### src/rtl/mul_arbiter.sv
// mul_arbiter: two-requester arbiter in front of a fully pipelined multiplier.
// Results travel through Lat register stages together with the requester ID
// and are returned on the port of the requester that issued them.
// Optional feature macro: MUL_ARB_RR_EN (round-robin arbitration on contention);
// when undefined, requester 0 has fixed priority and no pointer register exists.
module mul_arbiter #(
  parameter int DWidth = 32,
  parameter int Lat    = 2
) (
  input  logic              clk_i,
  input  logic              rst_i,
  input  logic              flush_i,
  input  logic              req0_valid_i,
  output logic              req0_ready_o,
  input  logic [1:0]        req0_op_i,
  input  logic [DWidth-1:0] req0_a_i,
  input  logic [DWidth-1:0] req0_b_i,
  input  logic              req1_valid_i,
  output logic              req1_ready_o,
  input  logic [1:0]        req1_op_i,
  input  logic [DWidth-1:0] req1_a_i,
  input  logic [DWidth-1:0] req1_b_i,
  output logic              rsp0_valid_o,
  output logic [DWidth-1:0] rsp0_data_o,
  output logic              rsp1_valid_o,
  output logic [DWidth-1:0] rsp1_data_o,
  output logic              busy_o
);

  localparam int PW = 2 * DWidth;

  typedef enum logic [1:0] {
    OpMul    = 2'b00,
    OpMulh   = 2'b01,
    OpMulhsu = 2'b10,
    OpMulhu  = 2'b11
  } op_e;

  logic              grant0;
  logic              grant1;
  logic              accept;
  logic              acceptId;
  op_e               selOp;
  logic [DWidth-1:0] selA;
  logic [DWidth-1:0] selB;
  logic              aSigned;
  logic              bSigned;
  logic [PW-1:0]     aExt;
  logic [PW-1:0]     bExt;
  logic [PW-1:0]     product;
  logic [DWidth-1:0] result;

  logic [Lat-1:0]    stValid_q;
  logic [Lat-1:0]    stValid_d;
  logic [Lat-1:0]    stId_q;
  logic [Lat-1:0]    stId_d;
  logic [DWidth-1:0] stData_q [Lat];
  logic [DWidth-1:0] stData_d [Lat];

`ifdef MUL_ARB_RR_EN
  // Pointer names the requester that has priority on the next contention
  logic rrPtr_q;
  logic rrPtr_d;

  // Contention goes to the pointed-at requester; a lone requester always wins
  always_comb begin
    grant0 = req0_valid_i && (!req1_valid_i || !rrPtr_q);
    grant1 = req1_valid_i && (!req0_valid_i || rrPtr_q);
  end

  // Priority passes to the requester that was not granted, only on acceptance
  always_comb begin
    rrPtr_d = rrPtr_q;
    if (accept) begin
      rrPtr_d = !acceptId;
    end
  end

  // Pointer register; reset favours requester 0
  always_ff @(posedge clk_i) begin
    if (rst_i) begin
      rrPtr_q <= 1'b0;
    end else begin
      rrPtr_q <= rrPtr_d;
    end
  end
`else
  // Fixed priority: requester 0 always wins contention
  always_comb begin
    grant0 = req0_valid_i;
    grant1 = req1_valid_i && !req0_valid_i;
  end
`endif

  // Flush and reset suppress every grant, so nothing enters while they are high
  assign req0_ready_o = grant0 && !flush_i && !rst_i;
  assign req1_ready_o = grant1 && !flush_i && !rst_i;
  assign accept       = req0_ready_o || req1_ready_o;
  assign acceptId     = req1_ready_o;

  // Select the winning operation and form the full-width product
  always_comb begin
    selOp   = acceptId ? op_e'(req1_op_i) : op_e'(req0_op_i);
    selA    = acceptId ? req1_a_i : req0_a_i;
    selB    = acceptId ? req1_b_i : req0_b_i;
    aSigned = (selOp != OpMulhu);
    bSigned = (selOp == OpMul) || (selOp == OpMulh);
    aExt    = {{DWidth{aSigned & selA[DWidth-1]}}, selA};
    bExt    = {{DWidth{bSigned & selB[DWidth-1]}}, selB};
    product = aExt * bExt;
    result  = (selOp == OpMul) ? product[DWidth-1:0] : product[PW-1:DWidth];
  end

  // Next state of the result pipeline; a flush kills every stage
  always_comb begin
    stValid_d = '0;
    stId_d    = '0;
    for (int i = 0; i < Lat; i++) begin
      stData_d[i] = '0;
    end
    stValid_d[0] = accept;
    stId_d[0]    = acceptId;
    stData_d[0]  = result;
    for (int i = 1; i < Lat; i++) begin
      stValid_d[i] = stValid_q[i-1];
      stId_d[i]    = stId_q[i-1];
      stData_d[i]  = stData_q[i-1];
    end
    if (flush_i) begin
      stValid_d = '0;
    end
  end

  // Pipeline registers, fully cleared by reset
  always_ff @(posedge clk_i) begin
    if (rst_i) begin
      stValid_q <= '0;
      stId_q    <= '0;
      for (int i = 0; i < Lat; i++) begin
        stData_q[i] <= '0;
      end
    end else begin
      stValid_q <= stValid_d;
      stId_q    <= stId_d;
      for (int i = 0; i < Lat; i++) begin
        stData_q[i] <= stData_d[i];
      end
    end
  end

  // The last stage drives the owning port only; data is zero when idle
  always_comb begin
    rsp0_valid_o = stValid_q[Lat-1] && !stId_q[Lat-1];
    rsp1_valid_o = stValid_q[Lat-1] &&  stId_q[Lat-1];
    rsp0_data_o  = rsp0_valid_o ? stData_q[Lat-1] : '0;
    rsp1_data_o  = rsp1_valid_o ? stData_q[Lat-1] : '0;
    busy_o       = |stValid_q;
  end

endmodule

### config.mk
export PLATFORM = sky130hd
export DESIGN_NAME = mul_arbiter
export DESIGN_NICKNAME = d
export VERILOG_FILES = /design/src/rtl/mul_arbiter.sv
export SDC_FILE = /design/constraint.sdc
export NUM_CORES = 2
export LEC_CHECK = 0
export CAP_MARGIN = 20
export CORE_ASPECT_RATIO = 1.75
export CORE_UTILIZATION = 65
export DETAILED_ROUTE_END_ITERATION = 12
export PLACE_DENSITY = 0.89
export SYNTH_ARGS = -nofsm -noshare
export SYNTH_HDL_FRONTEND = slang
export SYNTH_SLANG_ARGS = --single-unit
### constraint.sdc
create_clock -name clk_i -period 24.5 [get_ports clk_i]
set_input_delay 4.9 -clock clk_i [delete_from_list [all_inputs] [get_ports clk_i]]
set_output_delay 4.9 -clock clk_i [all_outputs]
set_load 0.01 [all_outputs]
==> results.py <==
metrics = {
    "outcome": {
        "outcome": "finished clean",
    },
    "worst_setup_path": {
        "critPathTopFamily": "adder cells",
        "startpoint": "req0_valid_i",
        "timing.critical_path.mode_cell": "fa_1",
        "cp_slowest_cell": "fa_1",
        "cp.buffers_inverters": 11,
        "critical_path_arrival_ns": 15.50,
        "path_class": "primary input to flop",
        "required_ns": 24.75,
        "crit_fanout": 131,
        "max_stage_delay_ns": 0.82,
        "endpoint_kind": "flop",
        "crit_path_start_kind": "primary input",
        "rr_startpoint": "stData_q[0][8]",
    },
    "clock_network": {
        "cts_hold_buffers": 0,
        "cts.sinks": 68,
        "cts_tree": "done",
        "clockBufferDepth": 2,
        "cts_root_buffer": "clkbuf_16",
        "cts_buffers": 9,
        "clkTransAtPathRegs_ns": 0.06,
        "cts_max_level": 3,
        "clk_latency_ns": 0.33,
        "cts_resized": 0,
        "cts_setup_buffers": 0,
    },
    "detailed_routing": {
        "wire_per_inst_um": 27.58,
        "m1WireLength_mm": 40.47,
        "wirelength_mm": 149.4,
        "highest_layer": "met5",
        "postRouteAntennaNets": 0,
        "met3_length_mm": 20.38,
        "vias_per_cell": 6.375,
        "drc": 0,
        "drtPass1Iterations": 13,
        "wl_met2_mm": 68.01,
        "drtIter0Drc": 3712,
        "dr_total_vias": 34530,
    },
    "floorplanning": {
        "dieArea_um2": 64090,
        "initial_core_util_pct": 65.85,
        "die_w_um": 191.8,
        "die_y_um": 334.1,
        "io_pins": 206,
        "core-area_um2": 62220,
        "rows": 121,
    },
    "cells_and_area": {
        "areaGrowthSynthToFinish_pct": 7.200,
        "seqCellArea_um2": 1361,
        "fin_nets": 6085,
        "drive_gt1_share_pct": 3.661,
        "nFillCells": 4537,
        "multi_input_area_um2": 34600,
    },
    "timing": {
        "maxSlewHeadroom_pct": 15.37,
        "rsz0062_at_grt": "no",
        "drv_slew": 0,
        "skew_ns": 0.002853,
        "setup_tns_ns": 0,
        "fin_crit_sh_pct": 62.25,
        "setup_viol": 0,
        "max_freq_mhz": 65.57,
        "final.min_clock_period_ns": 15.25,
        "tightest_slew_ns": 1.243,
        "hold_violations": 0,
    },
    "synthesis": {
        "synthFlopType": "dfxtp_1",
        "yosysTopAreaCellShare_pct": 54.96,
        "synth_common_cells": "fa_1 (1125), inv_1 (1099), nand2_1 (752)",
        "synth.most_common_cell": "fa_1",
        "yosysTopAreaCell": "fa_1",
        "yosys_warnings": 0,
        "synth_edf_count": 0,
        "syn_inst": 4551,
        "synth_cell_types": 72,
        "syn_area_per_cell_um2": 9.004,
        "ys_seq_area_share_pct": 3.322,
        "async_flop_share_pct": 0,
        "syn_nets": 6025,
        "synth_area_leaders": "fa_1 (55%), inv_1 (10%), nand2_1 (6.9%), ha_1 (6.5%), nor2_1 (3.9%)",
        "synth-seq-cells": 68,
        "netlist_area_um2": 40980,
    },
    "global_route": {
        "grt_usage_pct": 49.07,
        "overflow": 0,
        "grt_pass1_wl_mm": 222.7,
        "antenna_found_initial": 8,
        "grt_pass1_vias": 38440,
        "grt_max_degree": 132,
    },
    "place": {
        "place_hpwl_mm": 113.6,
        "port_buffers": 205,
        "place_congestion": 1.064,
    },
    "flow_run": {
        "drv_cap": 0,
    },
    "hold_path": {
        "hp-start": "stData_q[0][30]",
        "hold_path.class": "flop to flop",
    },
}
## layout make-up
cell class / count / area share (%)
antenna: 2 / 0.01139
clock buffer: 9 / 0.5127
clock inverter: 7 / 0.1851
inverter: 1099 / 9.391
multi-input combinational: 3168 / 78.78
sequential: 68 / 3.099
tap: 799 / 2.276
timing repair buffer: 265 / 5.748
## logic make-up after synthesis
group           count (synthesis)  synth area share, %
compound gates                252                4.144
xor+xnor                       67                1.466
fa+ha+maj                    1337                61.44
buf+inv                      1315                12.40
flops                          68                3.322
mux                           123                3.200
simple gates                 1389                14.03
## state kept, by name (all words and copies together) (netlist names)
register,cells
stId_q,2
stValid_q,2
stData_q,64
## final timing paths
kind,end,slack [ns],cells past startpoint
min reg2reg,stData_q[0][62],0.43,1
max reg2reg,stData_q[0][40],23.94,1
max,stData_q[0][26],9.25,33
min,stData_q[0][62],0.43,1
## cell usage in the layout, fill, tap and decap left out, types with 10 or more instances in the layout
cell,instances
o21a_1,10
nand2_1,752
o211ai_1,11
nor3_1,15
mux2_2,64
a31oi_1,12
buf_4,56
fa_1,1125
clkdlybuf4s50_1,204
a21o_1,25
a211oi_1,13
nand4_1,13
dfxtp_1,68
nor2b_1,38
ha_1,212
inv_1,1099
o21bai_1,11
and3_1,41
a21oi_1,73
o21ai_1,10
and2_1,50
nor2_1,430
mux2i_1,47
o21ai_0,35
nand3_1,14
xor2_1,17
xnor2_1,49
## stage by stage
| stage | instances | instance area [µm²] | worst slack [ns] | utilization, % | hold WS (ns) |
|---|---|---|---|---|---|
| after floorplan | 4551 | 40980 | 10.65 | - | 0.4138 |
| after global placement | 5392 | 43550 | 9.235 | 69.99 | 0.4188 |
| after detailed placement | 5394 | 43560 | 8.924 | 70.01 | 0.4212 |
| after CTS | 5410 | 43870 | 9.240 | 70.50 | 0.4308 |
| after global routing | 5416 | 43920 | 8.705 | 70.59 | 0.4487 |
| final | 5417 | 43930 | 9.248 | 70.60 | 0.4294 |
## routing by layer
layer / up-vias / track usage (%)
li1: 13340 / -
met1: 16850 / 49.27
met2: 2992 / 75.57
met3: 1340 / 18.81
met4: 6 / 49.58
met5: - / 0.07849
Power is not shown: default switching activity piles up to over one toggle a cycle in this logic, so the estimate is an artifact.
